`src/rtl/bcd_pkg.sv`:
```
// Shared types and constants for the sequential binary-to-BCD converter.
// Digit width and the add-3 adjustment constants live here so both files agree.
package bcd_pkg;

  typedef enum logic {
    IDLE  = 1'b0,
    SHIFT = 1'b1
  } state_t;

  localparam int                     BCD_DIGIT_W    = 4;
  localparam logic [BCD_DIGIT_W-1:0] BCD_ADJ_THRESH = 4'd5;
  localparam logic [BCD_DIGIT_W-1:0] BCD_ADJ_ADD    = 4'd3;

endpackage

```
`src/rtl/bcd_digit_adj.sv`:
```
// Double-dabble digit correction: a digit of 5 or more gets +3 so that the
// following left shift carries into the next decimal digit.
module bcd_digit_adj
  import bcd_pkg::*;
(
  input  logic [BCD_DIGIT_W-1:0] i_digit,
  output logic [BCD_DIGIT_W-1:0] o_digit
);

  // NOTE: a continuous assign with both arms of the ternary covered cannot infer a latch.
  assign o_digit = (i_digit >= BCD_ADJ_THRESH) ? i_digit + BCD_ADJ_ADD : i_digit;

endmodule

```
`src/rtl/bin_to_bcd_seq.sv`:
```
// Sequential double-dabble converter: one shift-and-add-3 step per input bit,
// with the packed BCD result registered and updated only when a conversion ends.
module bin_to_bcd_seq
  import bcd_pkg::*;
#(
  parameter int IN_WIDTH = 14,
  parameter int DIGITS   = 4
) (
  input  logic                          clk,
  input  logic                          reset_n,
  input  logic                          start,
  input  logic [IN_WIDTH-1:0]           bin,
  output logic [BCD_DIGIT_W*DIGITS-1:0] bcd,
  output logic                          busy,
  output logic                          done,
  output logic                          overflow
);

  localparam int BCD_W = BCD_DIGIT_W * DIGITS;
  localparam int CNT_W = (IN_WIDTH > 1) ? $clog2(IN_WIDTH) : 1;

  state_t              r_state;
  logic [IN_WIDTH-1:0] r_bin;
  logic [BCD_W-1:0]    r_scratch;
  logic                r_ovf;
  logic [CNT_W-1:0]    r_cnt;
  logic [BCD_W-1:0]    r_bcd;
  logic                r_overflow;
  logic                r_busy;
  logic                r_done;

  logic [BCD_W-1:0]    w_adj;
  logic [BCD_W-1:0]    w_next_scratch;
  logic                w_carry;

  for (genvar g = 0; g < DIGITS; g++) begin : g_adj
    bcd_digit_adj u_adj (
      .i_digit (r_scratch[g*BCD_DIGIT_W +: BCD_DIGIT_W]),
      .o_digit (w_adj[g*BCD_DIGIT_W +: BCD_DIGIT_W])
    );
  end

  // A bit leaving the top digit means the value no longer fits in DIGITS digits;
  // what remains in the scratch register is the value modulo 10^DIGITS.
  assign w_next_scratch = {w_adj[BCD_W-2:0], r_bin[IN_WIDTH-1]};
  assign w_carry        = w_adj[BCD_W-1];

  // NOTE: sequential state uses non-blocking assignments so every flop samples pre-edge values.
  always_ff @(posedge clk) begin
    if (!reset_n) begin
      r_state    <= IDLE;
      r_bin      <= '0;
      r_scratch  <= '0;
      r_ovf      <= 1'b0;
      r_cnt      <= '0;
      r_bcd      <= '0;
      r_overflow <= 1'b0;
      r_busy     <= 1'b0;
      r_done     <= 1'b0;
    end else begin
      r_done <= 1'b0;
      case (r_state)
        IDLE: begin
          if (start) begin
            r_bin     <= bin;
            r_scratch <= '0;
            r_ovf     <= 1'b0;
            r_cnt     <= CNT_W'(IN_WIDTH - 1);
            r_busy    <= 1'b1;
            r_state   <= SHIFT;
          end
        end
        SHIFT: begin
          r_bin     <= r_bin << 1;
          r_scratch <= w_next_scratch;
          r_ovf     <= r_ovf | w_carry;
          r_cnt     <= r_cnt - CNT_W'(1);
          if (r_cnt == '0) begin
            r_bcd      <= w_next_scratch;
            r_overflow <= r_ovf | w_carry;
            r_done     <= 1'b1;
            r_busy     <= 1'b0;
            r_state    <= IDLE;
          end
        end
        default: r_state <= IDLE;
      endcase
    end
  end

  assign bcd      = r_bcd;
  assign busy     = r_busy;
  assign done     = r_done;
  assign overflow = r_overflow;

endmodule

```
`config.mk`:
```
export PLATFORM = sky130hd
export DESIGN_NAME = bin_to_bcd_seq
export DESIGN_NICKNAME = d
export VERILOG_FILES = /design/src/rtl/bcd_pkg.sv /design/src/rtl/bcd_digit_adj.sv /design/src/rtl/bin_to_bcd_seq.sv
export SDC_FILE = /design/constraint.sdc
export NUM_CORES = 1
export LEC_CHECK = 0
export BUFFER_PORTS_ARGS = -buffer_cell sky130_fd_sc_hd__buf_2
export CAP_MARGIN = 5
export CORE_MARGIN = 2
export CORE_UTILIZATION = 40
export CTS_CLUSTER_DIAMETER = 40
export CTS_CLUSTER_SIZE = 12
export DETAILED_ROUTE_END_ITERATION = 8
export PLACE_DENSITY = 0.68
export SYNTH_ARGS = -nofsm -noshare
export SYNTH_HDL_FRONTEND = slang
export SYNTH_SLANG_ARGS = --single-unit
```
`constraint.sdc`:
```
create_clock -name clk -period 2.92 [get_ports clk]
set_input_delay 0.438 -clock clk [delete_from_list [all_inputs] [get_ports clk]]
set_output_delay 0.438 -clock clk [all_outputs]
set_load 0.02 [all_outputs]
```
* Word-level counts from Yosys, hierarchy flattened
Index checks and enable logic that the tools add are counted.
** Storage, ports and cells
- Flip-flop bits (word level) :: 55
- Word-level logic and storage cells :: 45
- Input bits :: 17
- Output and inout bits :: 19
** Operators by class
- Reductions and logical operators :: 4
- Add/subtract/negate cells :: 5
- Equal/unequal tests :: 2
- Bitwise gates (word level) :: 2
- Multiplexer cells :: 19
- Magnitude comparators :: 4
** Operators with widths (count)
- $pmux 16 s2 :: 1
- $pmux 14 s2 :: 1
- $mux 4 :: 5
- $add 4x2->4 const B :: 4
- $ge 4x3->1 const B :: 4
- $mux 16 :: 1
- $mux 14 :: 1
- $pmux 4 s2 :: 1
- $mux 1 :: 6
- $pmux 1 s2 :: 3
- $reduce_and 2->1 :: 3
- $logic_not 4->1 :: 1
- $sub 4x1->4 const B :: 1
- $ne 2x1->1 const B :: 1
- $ne 2x2->1 const B :: 1
- $not 1->1 :: 1
- $or 1x1->1 :: 1

* Depth between registers and ports, before layout
Gate-level depths: netlist of run 1.
- Word-level depth :: 4
- Depth in mapped cells :: 7
- Mapped depth without buffers :: 7

* Modules after synthesis
Synthesis of run 1 repeated with hierarchy kept, for this count alone.
** Unflattened totals
- Cell total of the unflattened synthesis :: 269
- Area total of the unflattened synthesis :: 2543.7 um^2
** Modules (own cells, without submodules)
- bin_to_bcd_seq :: sequential area each 1101.1 um^2, times used 1, cells each 205, area each 2138.3 um^2
- bcd_digit_adj :: sequential area each 0.0 um^2, times used 4, cells each 16, area each 101.3 um^2

* Worst setup path before layout of run 1
Ideal clock, no wire load.
- Kind :: register to register
- From :: register r_scratch[13]
- To :: register r_scratch[14]
- Cell stages (with the launch flop) :: 7
- Library setup time :: 74 ps
- Path buffers :: 0
- Data required time :: 2846 ps
- Clock period less this slack :: 1402 ps
- Arrival time :: 1328 ps
- Setup slack :: 1518 ps
- Cell sequence :: dfxtp_1 inv_1 ha_1 nand2b_1 a21oi_2 mux2_2 o21ai_0
** Between the ends
- Cells in the longest elaborated chain, start to end :: 3
- Elaborated cells between the ends (all ways) :: 4
- Those cells by class :: 1 x add/sub; 1 x order compare; 2 x mux
** RTL lines
- start, declared :: line bin_to_bcd_seq.sv:24 : logic [BCD_W-1:0] r_scratch;
- start signal, assigned :: line bin_to_bcd_seq.sv:75 : r_scratch <= w_next_scratch;
- $add 4x2->4 / $ge 4x3->1 (equally long branches) :: line bcd_digit_adj.sv:11 : assign o_digit = (i_digit >= BCD_ADJ_THRESH) ? i_digit + BCD_ADJ_ADD : i_digit;
- $mux 4 * :: line bcd_digit_adj.sv:11
- $pmux 16 s2 * :: line bin_to_bcd_seq.sv:62 : case (r_state)
Mark *: on every way between the ends. The rest lies on a longest branch, timed or not.
A chain may end at the register's enable or synchronous reset.

* Worst setup path in the final report of run 1
- From :: register r_cnt[0]
- To :: register r_bcd[1] (netlist: bcd[1])
** Between the ends
- Cells in the longest elaborated chain, start to end :: 2
** RTL lines
- start, declared :: line bin_to_bcd_seq.sv:26 : logic [CNT_W-1:0] r_cnt;
- start signal, assigned :: line bin_to_bcd_seq.sv:68 : r_cnt <= CNT_W'(IN_WIDTH - 1);
- start signal, assigned :: line bin_to_bcd_seq.sv:77 : r_cnt <= r_cnt - CNT_W'(1);
- $logic_not 4->1 :: line bin_to_bcd_seq.sv:78 : if (r_cnt == '0) begin
- $reduce_and 2->1 (no line)
- end signal, assigned :: line bin_to_bcd_seq.sv:79 : r_bcd <= w_next_scratch;
- end, declared :: line bin_to_bcd_seq.sv:27 : logic [BCD_W-1:0] r_bcd;
No other way between the ends.

==> results of run 1 <==
## kinds of logic (layout without fill, tap and decap cells)
group | after synthesis | in the layout
xor+xnor | 4 | 4
mux | 19 | 19
simple gates | 72 | 72
fa+ha+maj | 9 | 9
compound gates | 74 | 74
buf+inv | 27 | 59
flops | 55 | 55
## worst min-delay path, delay by kind of cell
family / cells / cell delay (ps)
AND/OR/NAND/NOR: 1 / 110
buffers and inverters: 1 / 80
multiplexers: 1 / 60
## area by class of cell
cell class                 count  area [um2]
fill                         578        3160
multi-input combinational    178        1200
sequential                    55        1100
timing repair buffer          38         198
tap                           75        93.8
clock buffer                   6        82.6
inverter                      13        48.8
clock inverter                 2        35.0
## worst paths after layout
kind | start | end | slack (ps) | cells after the start
min reg2reg | bcd[3] | bcd[3] | 470 | 1
max | r_cnt[0] | bcd[1] | 1180 | 6
max reg2reg | r_cnt[0] | bcd[1] | 1180 | 6
min | bin[0] | r_bin[0] | 430 | 3
## synthesized netlist by cell type, types with 5 or more instances
cell,instances,area (um2)
a21oi_1,28,140
a22o_1,5,43.8
buf_2,5,25.0
dfxtp_1,55,1100
ha_1,9,113
inv_1,11,41.3
mux2_2,5,56.3
mux2i_1,14,140
nand2_1,10,37.5
nand2b_1,5,31.3
nor2_1,29,109
nor3_1,6,30.0
nor3b_1,12,90.1
o21ai_0,14,70.1
o2bb2ai_1,12,105
## state kept, by name, summed over array words and instances (netlist names)
name       cells
bcd           16
r_state        1
busy           1
r_cnt          4
r_ovf          1
overflow       1
r_bin         14
r_scratch     16
done           1
## report_power, final
| part | internal, mW | switching (mW) | total (mW) | leakage (nW) |
|---|---|---|---|---|
| Sequential | 0.773 | 0.0164 | 0.790 | 0.447 |
| Clock | 0.278 | 0.245 | 0.523 | 0.0612 |
| Combinational | 0.0533 | 0.0862 | 0.139 | 0.592 |
| Total | 1.10 | 0.348 | 1.45 | 1.10 |
## stage by stage
step,util [%],cells,power [mW]
global route,46.6,367,1.52
global placement,44.6,359,0.943
detailed placement,44.6,359,0.948
finish,46.6,367,1.45
floorplan,-,260,0.917
CTS,46.6,367,1.47
## per-layer routing
metal / global-route usage [%] / vias up
met4: 6.00 / 0
met1: 21.3 / 857
met5: 0 / -
li1: - / 977
met2: 24.9 / 37
met3: 3.85 / 4
==> flow_summary.yaml, run 1 <==
sta:
  fin_tns_setup_ps: 0
  holdWs_ps: 431
  worst_slew_pin_slew_ps: 800
  setup_viol: 0
  setup_ws_ps: 1180
  slew_viol_final: 0
  fmax_mhz: 573
  fin_crit_sh_pct: 59.8
  fin_crit_ps: 1740
  rsz0062_at_grt: "false"
  finClkSkew_ps: 6.16
  slew-limit-headroom_pct: 46.6
  finalHoldViolations: 0
critical_path:
  cp.buffers_inverters: 1
  crit_family: "simple AND/OR/NAND/NOR gates"
  critPathMaxFanout: 18
  critPathMaxStageDelay_ps: 610
  path_class: "reg2reg"
  cp-start-kind: "flip-flop"
  crit_chain: "inv_1 > ha_1 > nand2_4 > nor3_4 > nor2_2 > a22o_1"
  cpMaxStageDelayCell: "nor2_2"
  cp.arrival_ps: 2000
  critPathCaptureType: "flip-flop"
  required_ps: 3170
logic_synthesis:
  synth_top_family_by_area: "compound AO/OA/AOI/OAI gates"
  synth-main-ff-cell: "dfxtp_1"
  synth_cell_type_count: 35
  synth_fa_ha_area_share_pct: 4.62
  synthMuxAreaShare_pct: 8.06
  synth-simple-area-share_pct: 15.2
  yosys_warnings: 0
  synth_fp_nets: 286
  asyncSetResetFlopFracSynth_pct: 0
  synthCells: 260
  synth_edf_count: 0
  synth_compound_area_share_pct: 19.9
  synth-seq-area-share_pct: 45.2
  avgSynthCellArea_um2: 9.38
  synth-seq-cells: 55
  syn-cell-area_mm2: 0.00244
  synth_xor_area_share_pct: 1.44
global_route:
  grt_max_degree: 36
  grt_pass1_vias: 1708
  grt_pass1_wl_um: 8140
  grt_usage_pct: 15.9
  grt_antenna_before_repair: 0
  overflow: 0
die:
  die_y_um: 82.1
  start_util_pct: 41.2
  io_pins: 36
  core_mm2: 0.00592
  die_area_mm2: 0.00674
  fp.dieW_um: 82.1
  fp-row-count: 28
clock_network:
  post-cts-setup-buffer-count: 0
  clock_sinks: 55
  cts_max_level: 2
  clock_latency_ps: 310
  clockRootBuffer: "clkbuf_8"
  cts_tree: "done"
  clk_path_buf_depth: 2
  cts_hold_buf: 0
  cts_buffers: 5
  post_cts_resized: 0
  clk_pin_slew_ps: 100
placed_design:
  hpwl_um: 3290
  placed_cell_area_mm2: 0.00264
  dpl_worst_slack_ps: 1050
  io_buffers: 35
  place_congestion: 0.715
routing:
  maxUsedRoutingLayer: "met4"
  vias: 1875
  met3_length_um: 243
  drtAntennaViolNets: 0
  avgRoutedWirePerCell_um: 13.1
  drcViolationCount: 0
  via_per_inst: 5.11
  drtIter0Drc: 104
  wirelength_um: 4820
  dr.pass1.iters: 4
  wl_met2_um: 2190
  wl_met1_um: 2340
layout:
  syn_to_final_growth_pct: 13.1
  nets: 317
  drive_gt1_share_pct: 20.9
  layout_commonest_cell: "dfxtp_1"
  most-common-layout-cells: "55 x dfxtp_1, 35 x buf_2, 29 x nor2_1"
  design_area_mm2: 0.00276
  antennaDiodeCount: 0
pwr:
  power_per_cell_area_mw_per_mm2: 526
  p_leak_nw: 1.10
  vdd_drop_max_uv: 321
worst_hold_path:
  hp-class: "in2reg"
outcome:
  status: "finished, final reports clean"
job:
  max-cap-violations: 0
Note: power is estimated with default switching activity, not from simulation.
==> run 2: changes to the inputs <==
--- a/config.mk
+++ b/config.mk
@@ -5,6 +5,7 @@
 export SDC_FILE = /design/constraint.sdc
 export NUM_CORES = 1
 export LEC_CHECK = 0
+export ABC_AREA = 1
 export BUFFER_PORTS_ARGS = -buffer_cell sky130_fd_sc_hd__buf_2
 export CAP_MARGIN = 5
 export CORE_MARGIN = 2
@@ -12,7 +13,7 @@
 export CTS_CLUSTER_DIAMETER = 40
 export CTS_CLUSTER_SIZE = 12
 export DETAILED_ROUTE_END_ITERATION = 8
-export PLACE_DENSITY = 0.68
+export PLACE_DENSITY = 0.7
 export SYNTH_ARGS = -nofsm -noshare
 export SYNTH_HDL_FRONTEND = slang
 export SYNTH_SLANG_ARGS = --single-unit
==> constraint.sdc (replaced) <==
create_clock -name clk -period 1.4 [get_ports clk]
set_input_delay 0.21 -clock clk [delete_from_list [all_inputs] [get_ports clk]]
set_output_delay 0.21 -clock clk [all_outputs]
set_load 0.02 [all_outputs]
==> run 2 against run 1 <==
Compared with the run above: power grew 100%; cell count grew 30%; wire length grew 7.3%; largest power group unchanged; highest routed layer unchanged.
==> flow_summary.yaml, run 2 <==
sta:
  slew-limit-headroom_pct: 77.5
  fin_tns_setup_ps: 0
  slew_viol_final: 0
  fmax_mhz: 783
  fin_crit_sh_pct: 91.2
  fin_crit_ps: 1280
  setup_viol: 0
  worst_slew_pin_slew_ps: 337
  finClkSkew_ps: 11.6
  finalHoldViolations: 0
  rsz0062_at_grt: "false"
worst_hold_path:
  min_to: "r_bin[0]"
  min_from: "bin[0]"
  hold_depth: 3
  hp-class: "in2reg"
routing:
  drtAntennaViolNets: 0
  dr.pass1.iters: 4
  drtIter0Drc: 88
  via_per_inst: 4.86
  drcViolationCount: 0
  vias: 2313
  avgRoutedWirePerCell_um: 10.9
  wirelength_um: 5170
logic_synthesis:
  avgSynthCellArea_um2: 7.21
  synth-seq-area-share_pct: 42.2
  synth-main-ff-cell: "dfxtp_1"
  synth_cell_type_count: 24
  asyncSetResetFlopFracSynth_pct: 0
  synth_edf_count: 0
  synth_fp_nets: 388
  synth.most_common_cell: "nand2_1"
  synthCells: 362
  synth_top_area_share_pct: 42.2
  yosysTopAreaCell: "dfxtp_1"
  synth-seq-cells: 55
  syn-cell-area_mm2: 0.00261
  yosys-top-cells-area: "dfxtp_1 42%, nand2_1 15%, nand3_1 9.0%"
  ys_top_cells_by_count: "106 x nand2_1, 55 x dfxtp_1, 49 x inv_1"
  yosys_warnings: 0
clock_network:
  clk_pin_slew_ps: 100
  clock_sinks: 55
  cts_max_level: 2
  cts_tree: "done"
  clock_latency_ps: 310
  clockRootBuffer: "clkbuf_8"
  cts_buffers: 5
  clk_path_buf_depth: 2
  post_cts_resized: 0
  cts_hold_buf: 0
  post-cts-setup-buffer-count: 0
critical_path:
  worstRegToRegCells: 8
  path_class: "reg2reg"
  reg2reg_to: "r_ovf"
  cp.arrival_ps: 1520
  r2r-start: "r_scratch[12]"
  required_ps: 1640
  cp-start-kind: "flip-flop"
  regToRegSetupSlack_ps: 120
  critPathCaptureType: "flip-flop"
  critPathMaxStageDelay_ps: 370
  crit_chain: "inv_1 > ha_1 > inv_1 > nand2_2 > nand2_1 > nand2_1 > o21ai_1 > nor2b_1"
  cpMaxStageDelayCell: "dfxtp_2"
  critPathMaxFanout: 6
layout:
  syn_to_final_growth_pct: 13.9
  design_area_mm2: 0.00298
  n_fill_cell: 657
  nets: 425
  layout_commonest_cell: "nand2_1"
  most-common-layout-cells: "102 x nand2_1, 51 x dfxtp_1, 49 x inv_1"
  antennaDiodeCount: 0
  drive_gt1_share_pct: 17.8
global_route:
  overflow: 0
  grt_pass1_vias: 2079
  grt_pass1_wl_um: 9150
  grt_usage_pct: 15.5
  grt_max_degree: 20
  grt_antenna_before_repair: 0
die:
  die_area_mm2: 0.00719
  fp.dieW_um: 84.8
  core_mm2: 0.00631
  io_pins: 36
  die_y_um: 84.8
  start_util_pct: 41.4
  fp-row-count: 29
job:
  max-cap-violations: 0
outcome:
  status: "finished, final reports clean"
placed_design:
  place_congestion: 0.875
  hpwl_um: 3680
  io_buffers: 35
  placed_cell_area_mm2: 0.00284
pwr:
  finalPower_mw: 2.97
  power_per_cell_area_mw_per_mm2: 997
  vdd_drop_max_uv: 459
  p_leak_nw: 1.47
[run 2: cell types whose count changed after synthesis, sizes merged, moves of 7 or more]
cell / previous run / this run
nor2: 30 / 10
o21ai: 15 / 24
o2bb2ai: 12 / 0
nand3: 4 / 47
nor3: 7 / 0
nand2: 12 / 107
nand4: 0 / 9
mux2i: 14 / 1
a21oi: 32 / 24
inv: 13 / 53
nor3b: 12 / 0
[run 2: critical path, delay by kind of cell, from the launching register on]
kind,cells,cell delay (ps)
AO/OA/AOI/OAI,1,160
buffers and inverters,2,130
adder cells (fa/ha/maj),1,200
AND/OR/NAND/NOR,4,350
flip-flops,1,370
[run 2: worst max-delay path by stage]
stage	from	endpoint	slack, ps	cells past startpoint
after CTS	r_scratch[4]	r_scratch[6]	30	8
final	r_scratch[12]	r_ovf	120	8
after global placement	r_scratch[4]	r_scratch[5]	60	8
after global routing	r_cnt[0]	bcd[1]	10	7
after floorplan	r_scratch[0]	r_scratch[1]	200	8
after detailed placement	r_scratch[4]	r_scratch[6]	50	8
[run 2: final cells by class]
| class | count | area (um2) | share of cell area (%) |
|---|---|---|---|
| multi-input cells | 240 | 1220 | 41.1 |
| flip-flops and latches | 55 | 1110 | 37.2 |
| repair buffers | 43 | 235 | 7.91 |
| inverters | 54 | 208 | 6.98 |
| well taps | 77 | 96.3 | 3.24 |
| clock buffers | 5 | 68.8 | 2.31 |
| clock inverters | 2 | 37.5 | 1.26 |
[run 2: logic make-up after synthesis]
logic type / after synthesis / share of synthesized area [%]
flops: 55 / 42.2
fa+ha+maj: 9 / 4.31
buf+inv: 67 / 11.9
simple gates: 175 / 29.4
mux: 1 / 0.383
compound gates: 55 / 11.8
[run 2: metal layers]
layer  track usage [%]  part of all wire (%)
met3              4.03                   4.1
met5                 0                     0
met1              20.6                    50
met2              24.3                    44
met4              5.63                   1.7
[run 2: metrics by stage]
| stage | hold WS (ps) | worst slack [ps] | util, % | instances |
|---|---|---|---|---|
| CTS | 163 | 31.6 | 46.6 | 476 |
| detailed placement | 435 | 47.4 | 44.9 | 469 |
| floorplan | 375 | 204 | - | 362 |
| finish | 173 | 123 | 47.1 | 476 |
| global route | 186 | 14.3 | 47.1 | 476 |
| global placement | 432 | 56.5 | 44.9 | 469 |
[run 2: power breakdown]
group / internal [mW] / total [mW] / switching, mW / leakage [nW]
sequential: 1.61 / 1.64 / 0.0277 / 0.449
combinational: 0.105 / 0.299 / 0.194 / 0.967
clock: 0.523 / 1.03 / 0.507 / 0.0502
total: 2.24 / 2.97 / 0.729 / 1.47
==> run 3: changes to the inputs <==
--- a/config.mk
+++ b/config.mk
@@ -13,7 +13,8 @@
 export CTS_CLUSTER_DIAMETER = 40
 export CTS_CLUSTER_SIZE = 12
 export DETAILED_ROUTE_END_ITERATION = 8
-export PLACE_DENSITY = 0.7
+export HOLD_SLACK_MARGIN = 0.02
+export PLACE_DENSITY = 0.68
 export SYNTH_ARGS = -nofsm -noshare
 export SYNTH_HDL_FRONTEND = slang
 export SYNTH_SLANG_ARGS = --single-unit
==> constraint.sdc (replaced) <==
create_clock -name clk -period 1.2 [get_ports clk]
set_input_delay 0.18 -clock clk [delete_from_list [all_inputs] [get_ports clk]]
set_output_delay 0.18 -clock clk [all_outputs]
set_load 0.02 [all_outputs]
==> run 3 against run 2 <==
Compared with the run above: critical path depth unchanged; sequential share of layout area fell by 7.3 points; combinational power is 67% higher; count of clock-buffer cells in the layout up 1; clock power grew 43%; critical path type unchanged; largest cell class unchanged.
==> flow_summary.yaml, run 3 (same netlist as run 2, synthesis figures left out) <==
placed_design:
  hpwl_um: 4110
  dpl_worst_slack_ps: -140
  io_buffers: 35
  placed_cell_area_mm2: 0.00312
  place_congestion: 0.849
  dpl.cell_count: 503
sta:
  setup_ws_ps: 12.2
  slew_viol_final: 0
  setup_viol: 0
  fin_crit_ps: 1190
  fmax_mhz: 842
  fin_crit_sh_pct: 99.0
  finalHoldViolations: 0
  finClkSkew_ps: 6.41
  rsz0062_at_grt: "true"
  fin_tns_setup_ps: 0
  slew-limit-headroom_pct: 76.8
  worst_slew_pin_slew_ps: 348
  holdWs_ps: 146
routing:
  drcViolationCount: 0
  via_per_inst: 4.97
  avgRoutedWirePerCell_um: 12.5
  drtAntennaViolNets: 0
  wirelength_um: 6500
  dr.pass1.iters: 4
  vias: 2590
  drtIter0Drc: 86
critical_path:
  cpMaxStageDelayCell: "dfxtp_2"
  cp_common_cell: "nand2_2"
  path_class: "reg2reg"
  required_ps: 1410
  cp-start-kind: "flip-flop"
  crit_family: "flip-flops"
  critPathMaxStageDelay_ps: 330
  critPathMaxFanout: 8
  cp.arrival_ps: 1400
  crit_chain: "inv_2 > ha_4 > nand3_2 > nand2_2 > inv_4 > clkbuf_16 > nand2_2 > nand2_1"
  cp.buffers_inverters: 3
  critPathCaptureType: "flip-flop"
layout:
  final_core_util_pct: 59.5
  drive_gt1_share_pct: 43.9
  design_area_mm2: 0.00376
  fin_cells: 521
  most-common-layout-cells: "69 x nand2_1, 45 x dfxtp_1, 43 x buf_4"
  antennaDiodeCount: 0
  layout_commonest_cell: "nand2_1"
  syn_to_final_growth_pct: 43.8
  nets: 469
die:
  fp.dieW_um: 84.8
  core_mm2: 0.00631
  io_pins: 36
  die_y_um: 84.8
  die_area_mm2: 0.00719
  start_util_pct: 41.4
  fp-row-count: 29
global_route:
  gr-usage-met2_pct: 30.0
  gr-usage-met3_pct: 3.15
  grt_max_degree: 18
  grt_busiest_layer: "met2"
  grt_pass1_wl_um: 10400
  grt_antenna_before_repair: 0
  grt_use_met1_pct: 22.0
  overflow: 0
  grt_usage_pct: 17.4
  grt_pass1_vias: 2375
worst_hold_path:
  hp-class: "in2reg"
pwr:
  vdd_drop_max_uv: 716
  finalPower_mw: 3.87
  power_per_cell_area_mw_per_mm2: 1030
  p_leak_nw: 1.88
clock_network:
  clockRootBuffer: "clkbuf_8"
  clock_latency_ps: 310
  cts_buffers: 5
  clk_path_buf_depth: 2
  clk_pin_slew_ps: 100
  cts_tree: "done"
  cts_hold_buf: 0
  clock_sinks: 55
  cts_max_level: 2
outcome:
  status: "finished, final reports clean"
job:
  max-cap-violations: 0
run 3: changes by cell type in the layout (fill, tap and decap cells not counted), sizes merged:
cell      change
clkinvlp      -1
inv           -1
buf          +43
clkinv        +1
clkbuf        +2
bufinv        +1
run 3: worst paths after layout:
| kind | cells past startpoint | endpoint | slack, ps | startpoint |
|---|---|---|---|---|
| worst max-delay path | 8 | bcd[3] | 10 | r_cnt[1] |
| worst min-delay path | 3 | r_bin[0] | 150 | bin[0] |
| worst min register to register | 2 | bcd[11] | 450 | bcd[11] |
| worst max register to register | 8 | bcd[3] | 10 | r_cnt[1] |
run 3: report_power, final:
| part | leakage, nW | switching, mW | total, mW | internal [mW] |
|---|---|---|---|---|
| Sequential | 0.452 | 0.0328 | 1.91 | 1.87 |
| Combinational | 1.36 | 0.284 | 0.499 | 0.215 |
| Clock | 0.0654 | 0.632 | 1.47 | 0.835 |
| Total | 1.88 | 0.949 | 3.87 | 2.92 |
run 3: area by class of cell:
type / count / area (um2)
timing repair buffer: 87 / 631
fill: 555 / 2560
inverter: 54 / 228
sequential: 55 / 1120
clock buffer: 6 / 72.6
clock inverter: 2 / 60.1
multi-input combinational: 240 / 1550
tap: 77 / 96.3
run 3: what timing repair did:
| action | CTS | global route |
|---|---|---|
| setup endpoints to repair | 38 | 43 |
| resized for setup | 37 | 97 |
| buffers inserted | 3 | 7 |
| pin swaps | 9 | 42 |
| gates cloned | 0 | 1 |
run 3: worst register-to-register path, stage by stage, from the launching register on:
cell and delay, ps:
dfxtp_2 330, inv_2 80, ha_4 160, nand3_2 80, nand2_2 110, inv_4 60, clkbuf_16 170, nand2_2 50
nand2_1 40
run 3: metal layers:
layer | up-vias | wire, um
li1 | 1329 | -
met3 | 7 | 278
met2 | 67 | 3220
met5 | - | 0
met1 | 1187 | 2940
met4 | 0 | 62
